`src/rtl/port_bufid_enqueue_responder_pkg.sv`:
```
// rtl/port_bufid_enqueue_responder_pkg.sv - shared widths, queue entry layout and FSM states
package port_bufid_enqueue_responder_pkg;

    localparam int DEPTH   = 16;
    localparam int ADDR_W  = 4;
    localparam int BUFID_W = 9;
    localparam int TYPE_W  = 3;
    localparam int CNT_W   = 16;

    // Occupancy value at which the queue counts as full.
    localparam logic [ADDR_W:0] FULL_LVL = (ADDR_W + 1)'(DEPTH);

    // Queue entry: type in the upper bits, bufid in the lower bits.
    typedef struct packed {
        logic [TYPE_W-1:0]  pkt_type;
        logic [BUFID_W-1:0] bufid;
    } q_entry_t;

    typedef enum logic {
        IDLE_S,
        WAIT_LOW_S
    } state_t;

endpackage

```
`src/rtl/bufid_sync_fifo.sv`:
```
// rtl/bufid_sync_fifo.sv - show-ahead register FIFO of {type,bufid} entries
module bufid_sync_fifo
    import port_bufid_enqueue_responder_pkg::*;
(
    input  logic              i_clk,
    input  logic              i_rst,
    input  logic              wr_en,
    input  q_entry_t          wr_data,
    input  logic              rd_en,
    output q_entry_t          rd_data,
    output logic              full,
    output logic              empty,
    output logic [ADDR_W:0]   used
);

    q_entry_t          mem [DEPTH];
    logic [ADDR_W-1:0] wr_ptr;
    logic [ADDR_W-1:0] rd_ptr;
    logic [ADDR_W:0]   used_q;
    logic              do_wr;
    logic              do_rd;

    // Writes into a full queue and reads from an empty one are ignored.
    assign do_wr = wr_en && !full;
    assign do_rd = rd_en && !empty;

    // Entry storage; contents are meaningless until written so no reset.
    always_ff @(posedge i_clk) begin
        if (do_wr) begin
            mem[wr_ptr] <= wr_data;
        end
    end

    // Pointers wrap naturally at DEPTH; occupancy tracks push/pop balance.
    always_ff @(posedge i_clk) begin
        if (i_rst) begin
            wr_ptr <= '0;
            rd_ptr <= '0;
            used_q <= '0;
        end else begin
            if (do_wr) begin
                wr_ptr <= wr_ptr + ADDR_W'(1);
            end
            if (do_rd) begin
                rd_ptr <= rd_ptr + ADDR_W'(1);
            end
            case ({do_wr, do_rd})
                2'b10:   used_q <= used_q + (ADDR_W + 1)'(1);
                2'b01:   used_q <= used_q - (ADDR_W + 1)'(1);
                default: used_q <= used_q;
            endcase
        end
    end

    assign rd_data = mem[rd_ptr];
    assign full    = (used_q == FULL_LVL);
    assign empty   = (used_q == '0);
    assign used    = used_q;

endmodule

```
`src/rtl/port_bufid_enqueue_responder.sv`:
```
// rtl/port_bufid_enqueue_responder.sv - per-port bufid req/ack responder with enqueue and drop reporting
module port_bufid_enqueue_responder
    import port_bufid_enqueue_responder_pkg::*;
(
    input  logic               i_clk,
    input  logic               i_rst,
    input  logic [BUFID_W-1:0] iv_pkt_bufid,
    input  logic [TYPE_W-1:0]  iv_pkt_type,
    input  logic               i_pkt_bufid_req,
    output logic               o_pkt_bufid_ack,
    output logic [BUFID_W-1:0] ov_deq_pkt_bufid,
    output logic [TYPE_W-1:0]  ov_deq_pkt_type,
    output logic               o_deq_valid,
    input  logic               i_deq_rd,
    output logic [ADDR_W:0]    ov_queue_used,
    output logic               o_pkt_drop_valid,
    output logic [BUFID_W-1:0] ov_pkt_drop_bufid,
    output logic [CNT_W-1:0]   ov_drop_cnt
);

    state_t            state_q;
    state_t            state_d;
    logic              accept;
    logic              ack_q;
    logic              drop_q;
    q_entry_t          entry_q;
    logic [CNT_W-1:0]  drop_cnt_q;
    q_entry_t          head;
    logic              fifo_full;
    logic              fifo_empty;

    // State register for the request handshake.
    always_ff @(posedge i_clk) begin
        if (i_rst) begin
            state_q <= IDLE_S;
        end else begin
            state_q <= state_d;
        end
    end

    // Accept a request only from IDLE_S, then wait for req to drop so it is never acked twice.
    always_comb begin
        state_d = state_q;
        accept  = 1'b0;
        case (state_q)
            IDLE_S: begin
                if (i_pkt_bufid_req) begin
                    accept  = 1'b1;
                    state_d = WAIT_LOW_S;
                end
            end
            WAIT_LOW_S: begin
                if (!i_pkt_bufid_req) begin
                    state_d = IDLE_S;
                end
            end
            default: state_d = IDLE_S;
        endcase
    end

    // Capture the request and decide drop vs enqueue from the occupancy seen at the accepting edge.
    always_ff @(posedge i_clk) begin
        if (i_rst) begin
            ack_q   <= 1'b0;
            drop_q  <= 1'b0;
            entry_q <= '0;
        end else begin
            ack_q  <= accept;
            drop_q <= accept && fifo_full;
            if (accept) begin
                entry_q <= '{pkt_type: iv_pkt_type, bufid: iv_pkt_bufid};
            end
        end
    end

    // Saturating drop counter, updated together with the drop pulse.
    always_ff @(posedge i_clk) begin
        if (i_rst) begin
            drop_cnt_q <= '0;
        end else if (accept && fifo_full && (drop_cnt_q != '1)) begin
            drop_cnt_q <= drop_cnt_q + CNT_W'(1);
        end
    end

    // The write lands at the end of the ack cycle, so a reset during the ack abandons it.
    bufid_sync_fifo u_fifo (
        .i_clk   (i_clk),
        .i_rst   (i_rst),
        .wr_en   (ack_q && !drop_q),
        .wr_data (entry_q),
        .rd_en   (i_deq_rd),
        .rd_data (head),
        .full    (fifo_full),
        .empty   (fifo_empty),
        .used    (ov_queue_used)
    );

    assign o_pkt_bufid_ack   = ack_q;
    assign o_pkt_drop_valid  = drop_q;
    assign ov_pkt_drop_bufid = drop_q ? entry_q.bufid : '0;
    assign ov_drop_cnt       = drop_cnt_q;
    assign o_deq_valid       = !fifo_empty;
    // Head is forced to zero when empty so stale storage never shows on the outputs.
    assign ov_deq_pkt_bufid  = fifo_empty ? '0 : head.bufid;
    assign ov_deq_pkt_type   = fifo_empty ? '0 : head.pkt_type;

endmodule

```
`config.mk`:
```
export PLATFORM = sky130hd
export DESIGN_NAME = port_bufid_enqueue_responder
export DESIGN_NICKNAME = d
export VERILOG_FILES = /design/src/rtl/port_bufid_enqueue_responder_pkg.sv /design/src/rtl/bufid_sync_fifo.sv /design/src/rtl/port_bufid_enqueue_responder.sv
export SDC_FILE = /design/constraint.sdc
export NUM_CORES = 1
export LEC_CHECK = 0
export CAP_MARGIN = 40
export CORE_MARGIN = 2
export CORE_UTILIZATION = 59
export DETAILED_ROUTE_END_ITERATION = 12
export PLACE_DENSITY = 0.91
export SETUP_SLACK_MARGIN = 0.05
export SLEW_MARGIN = 20
export SYNTH_ARGS = -nofsm -noshare
export SYNTH_HDL_FRONTEND = slang
export SYNTH_SLANG_ARGS = --single-unit
```
`constraint.sdc`:
```
create_clock -name i_clk -period 3.6 [get_ports i_clk]
set_input_delay 0.54 -clock i_clk [delete_from_list [all_inputs] [get_ports i_clk]]
set_output_delay 0.54 -clock i_clk [all_outputs]
set_load 0.1 [all_outputs]
```
==> impl_metrics.env <==
export IMPL_cap_violations=0
export IMPL_synth_compound_area_share_pct=4.571
export IMPL_die_w_um=132.0
export IMPL_slew_viol_final=0
export IMPL_worstPathCellList="buf_12, mux4_2, mux2i_1, o22ai_1, buf_12"
export IMPL_ir_drop_uv=1073
export IMPL_grt_use_total_pct=26.33
export IMPL_cpPeakStageDelay_ns=0.66
export IMPL_routed_wl_mm=23.05
export IMPL_cts_root_buf="clkbuf_16"
export IMPL_clockBufferDepth=3
export IMPL_syn_area_um2=9663
export IMPL_path_max_fanout=36
export IMPL_drtPass1Iterations=5
export IMPL_placedInstanceArea_um2=11040
export IMPL_ys_warn_count=0
export IMPL_cpMostUsedCell="buf_12"
export IMPL_ios=61
export IMPL_period_minus_slack_ns=3.323
export IMPL_antenna_found_initial=0
export IMPL_synth_simple_area_share_pct=7.808
export IMPL_pwr_share_clk_pct=27.9
export IMPL_final_nets=708
export IMPL_synth_fp_nets=614
export IMPL_num_rows=46
export IMPL_power_mw=8.534
export IMPL_p_leak_nw=3.895
export IMPL_fin_ws_ns=0.2772
export IMPL_drt_wirelength_per_cell_um=25.22
export IMPL_drt_iter0_drc=584
export IMPL_syn_inst=588
export IMPL_die_area_um2=17420
export IMPL_avgSynthCellArea_um2=16.43
export IMPL_die_h_um=132.0
export IMPL_tightestPinTransition_ns=0.8389
export IMPL_drc=0
export IMPL_cts_buffers=23
export IMPL_vias=5887
export IMPL_powerDensity_nw_per_um2=723.7
export IMPL_initial_core_util_pct=60.61
export IMPL_synth_mux_area_share_pct=14.11
export IMPL_synth_distinct_cells=47
export IMPL_finalHoldViolCount=0
export IMPL_p_int_mw=5.577
export IMPL_critPathArrivalTime_ns=2.78
export IMPL_clock_skew_ns=0.01050
export IMPL_tritoncts="built"
export IMPL_required_ns=3.06
export IMPL_htree_levels=1
export IMPL_synth_top_area_cell="edfxtp_1"
export IMPL_coreArea_um2=15940
export IMPL_setup_worst_path_class="reg -> out"
export IMPL_grt_pass1_wl_mm=34.80
export IMPL_clk_pin_slew_worst_paths_ns=0.07
export IMPL_cts_setup_buffers=0
export IMPL_fillers=879
export IMPL_critPathLaunchType="flop"
export IMPL_seq_power_share_pct=38.0
export IMPL_synth_edf_count=192
export IMPL_routabilityCongestion=0.8659
export IMPL_ant_nets=0
export IMPL_max_slew_margin_pct=44.07
export IMPL_cts_hold_buf=0
export IMPL_drive_gt1_share_pct=22.92
export IMPL_dp_final_hpwl_mm=14.06
export IMPL_grt_overflow=0
export IMPL_worst_hold_path_type="reg -> reg"
export IMPL_utilization_pct=73.96
export IMPL_synth_xor_area_share_pct=0.7251
export IMPL_port_buffers=60
export IMPL_ys_seq_elements=240
export IMPL_synth_top_area_share_pct=59.67
export IMPL_seq_area_frac_synth_pct=69.61
export IMPL_synth_area_top_cells="edfxtp_1 60%, mux4_2 11%, dfxtp_1 9.9%"
export IMPL_synthFlopType="edfxtp_1"
export IMPL_crit_slowest_cell="dfxtp_2"
export IMPL_grt_pass1_vias=5970
export IMPL_min_period_over_period_pct=92.30
export IMPL_cts_resized=0
export IMPL_grt_max_degree=37
export IMPL_cts_sinks=240
export IMPL_grt_setup_unrepaired="no"
export IMPL_area_growth_pct=22.03
export IMPL_synth_top_family_by_area="multiplexers"
export IMPL_max_clock_freq_mhz=301.0
export IMPL_setup_violations=0
export IMPL_synth_fa_ha_area_share_pct=1.295
export IMPL_status="finished clean"
export IMPL_fin_area_um2=11790
export IMPL_dp_slack_ns=0.5083
export IMPL_fin_setup_tns_ns=0
export IMPL_async_flop_share_pct=0
export IMPL_power_share_switching_pct=34.65
export IMPL_viasPerCell=6.441
export IMPL_p_sw_mw=2.957
export IMPL_insertedDiodeCount=0
export IMPL_p_comb_share_pct=34.2
export IMPL_worst_setup_path_end_kind="primary output"
export IMPL_insertion_delay_ns=0.49
[placed cells by master (no fill, tap or decap), drive strengths merged, types with 5 or more instances in the layout]
| cell type | instances |
|---|---|
| buf | 65 |
| nor2b | 5 |
| inv | 10 |
| clkbuf | 33 |
| or3 | 5 |
| xor2 | 6 |
| a21oi | 33 |
| dfxtp | 48 |
| nand4 | 6 |
| edfxtp | 192 |
| mux2i | 26 |
| nor2 | 19 |
| clkinv | 6 |
| mux4 | 48 |
| or4 | 11 |
| nand3 | 7 |
| clkdlybuf4s50 | 38 |
| nand2 | 35 |
| nor4 | 5 |
| o31ai | 10 |
| ha | 10 |
| o21ai | 9 |
| o22ai | 12 |
| and2 | 18 |
[cells in the mapped netlist, drive strengths merged, types with 6 or more instances]
cell type / instances
dfxtp: 48
edfxtp: 192
mux2i: 26
ha: 10
mux4: 48
nand2: 35
a21oi: 33
buf: 13
inv: 10
nor2: 19
and2: 18
or4: 11
xor2: 6
nand3: 7
clkbuf: 21
nand4: 6
o21ai: 9
o22ai: 12
o31ai: 10
[path summary, 6_finish.rpt]
path | startpoint | to | slack [ns] | cells after the start
setup / recovery | flop | ov_deq_pkt_bufid[0] | 0.28 | 5
hold / removal | state_q | o_pkt_bufid_ack | 0.48 | 1
setup reg to reg | u_fifo.used[2] | u_fifo.used[2] | 0.43 | 10
hold reg to reg | state_q | o_pkt_bufid_ack | 0.48 | 1
[state kept, by name (all words and copies together), names as in the netlist, named ones only]
signal,cells
u_fifo.used,5
o_pkt_bufid_ack,1
state_q,1
o_pkt_drop_valid,1
ov_drop_cnt,16
u_fifo.rd_ptr,4
u_fifo.mem,192
u_fifo.wr_ptr,4
entry_q,12
[area by class of cell]
cell class | count | area [um^2] | share of cell area (%)
tap | 216 | 270.3 | 2.292
clock buffer | 33 | 654.4 | 5.550
timing repair buffer | 103 | 1224 | 10.38
multi-input combinational | 303 | 2780 | 23.58
sequential | 240 | 6729 | 57.07
clock inverter | 8 | 92.59 | 0.7852
inverter | 11 | 41.29 | 0.3502
[logic make-up after synthesis]
kind of cell / count (synthesis)
AND/OR/NAND/NOR: 135
AO/OA/AOI/OAI: 74
flip-flops: 240
adder cells (fa/ha/maj): 10
XOR/XNOR: 8
buffers and inverters: 45
multiplexers: 76
[per-stage QoR]
step,hold WS [ns],cells
finish,0.4777,914
detailed placement,0.4626,872
floorplan,0.4298,588
CTS,0.4752,913
global route,0.5150,914
global placement,0.4420,848
[per-layer routing]
metal	GRT usage, %	wire length (um)	vias to the layer above
met4	8.635	690	0
li1	-	-	2499
met2	45.95	11810	362
met5	0	0	-
met3	4.114	1890	55
met1	34.11	8657	2971
[critical path, delay by kind of cell (launching register included)]
family / cells / cell delay (ns)
flops: 1 / 0.66
mux: 2 / 0.82
buf+inv: 2 / 0.58
compound gates: 1 / 0.21
[power by group through the flow]
stage / logic [mW] / registers (mW) / clock network, mW
after floorplan: 1.90 / 3.35 / 0
after global routing: 3.02 / 3.26 / 2.51
after CTS: 2.92 / 3.24 / 2.39
after global placement: 2.75 / 3.28 / 0
final: 2.92 / 3.24 / 2.38
after detailed placement: 2.90 / 3.29 / 0
(Power assumes the default switching activity.)
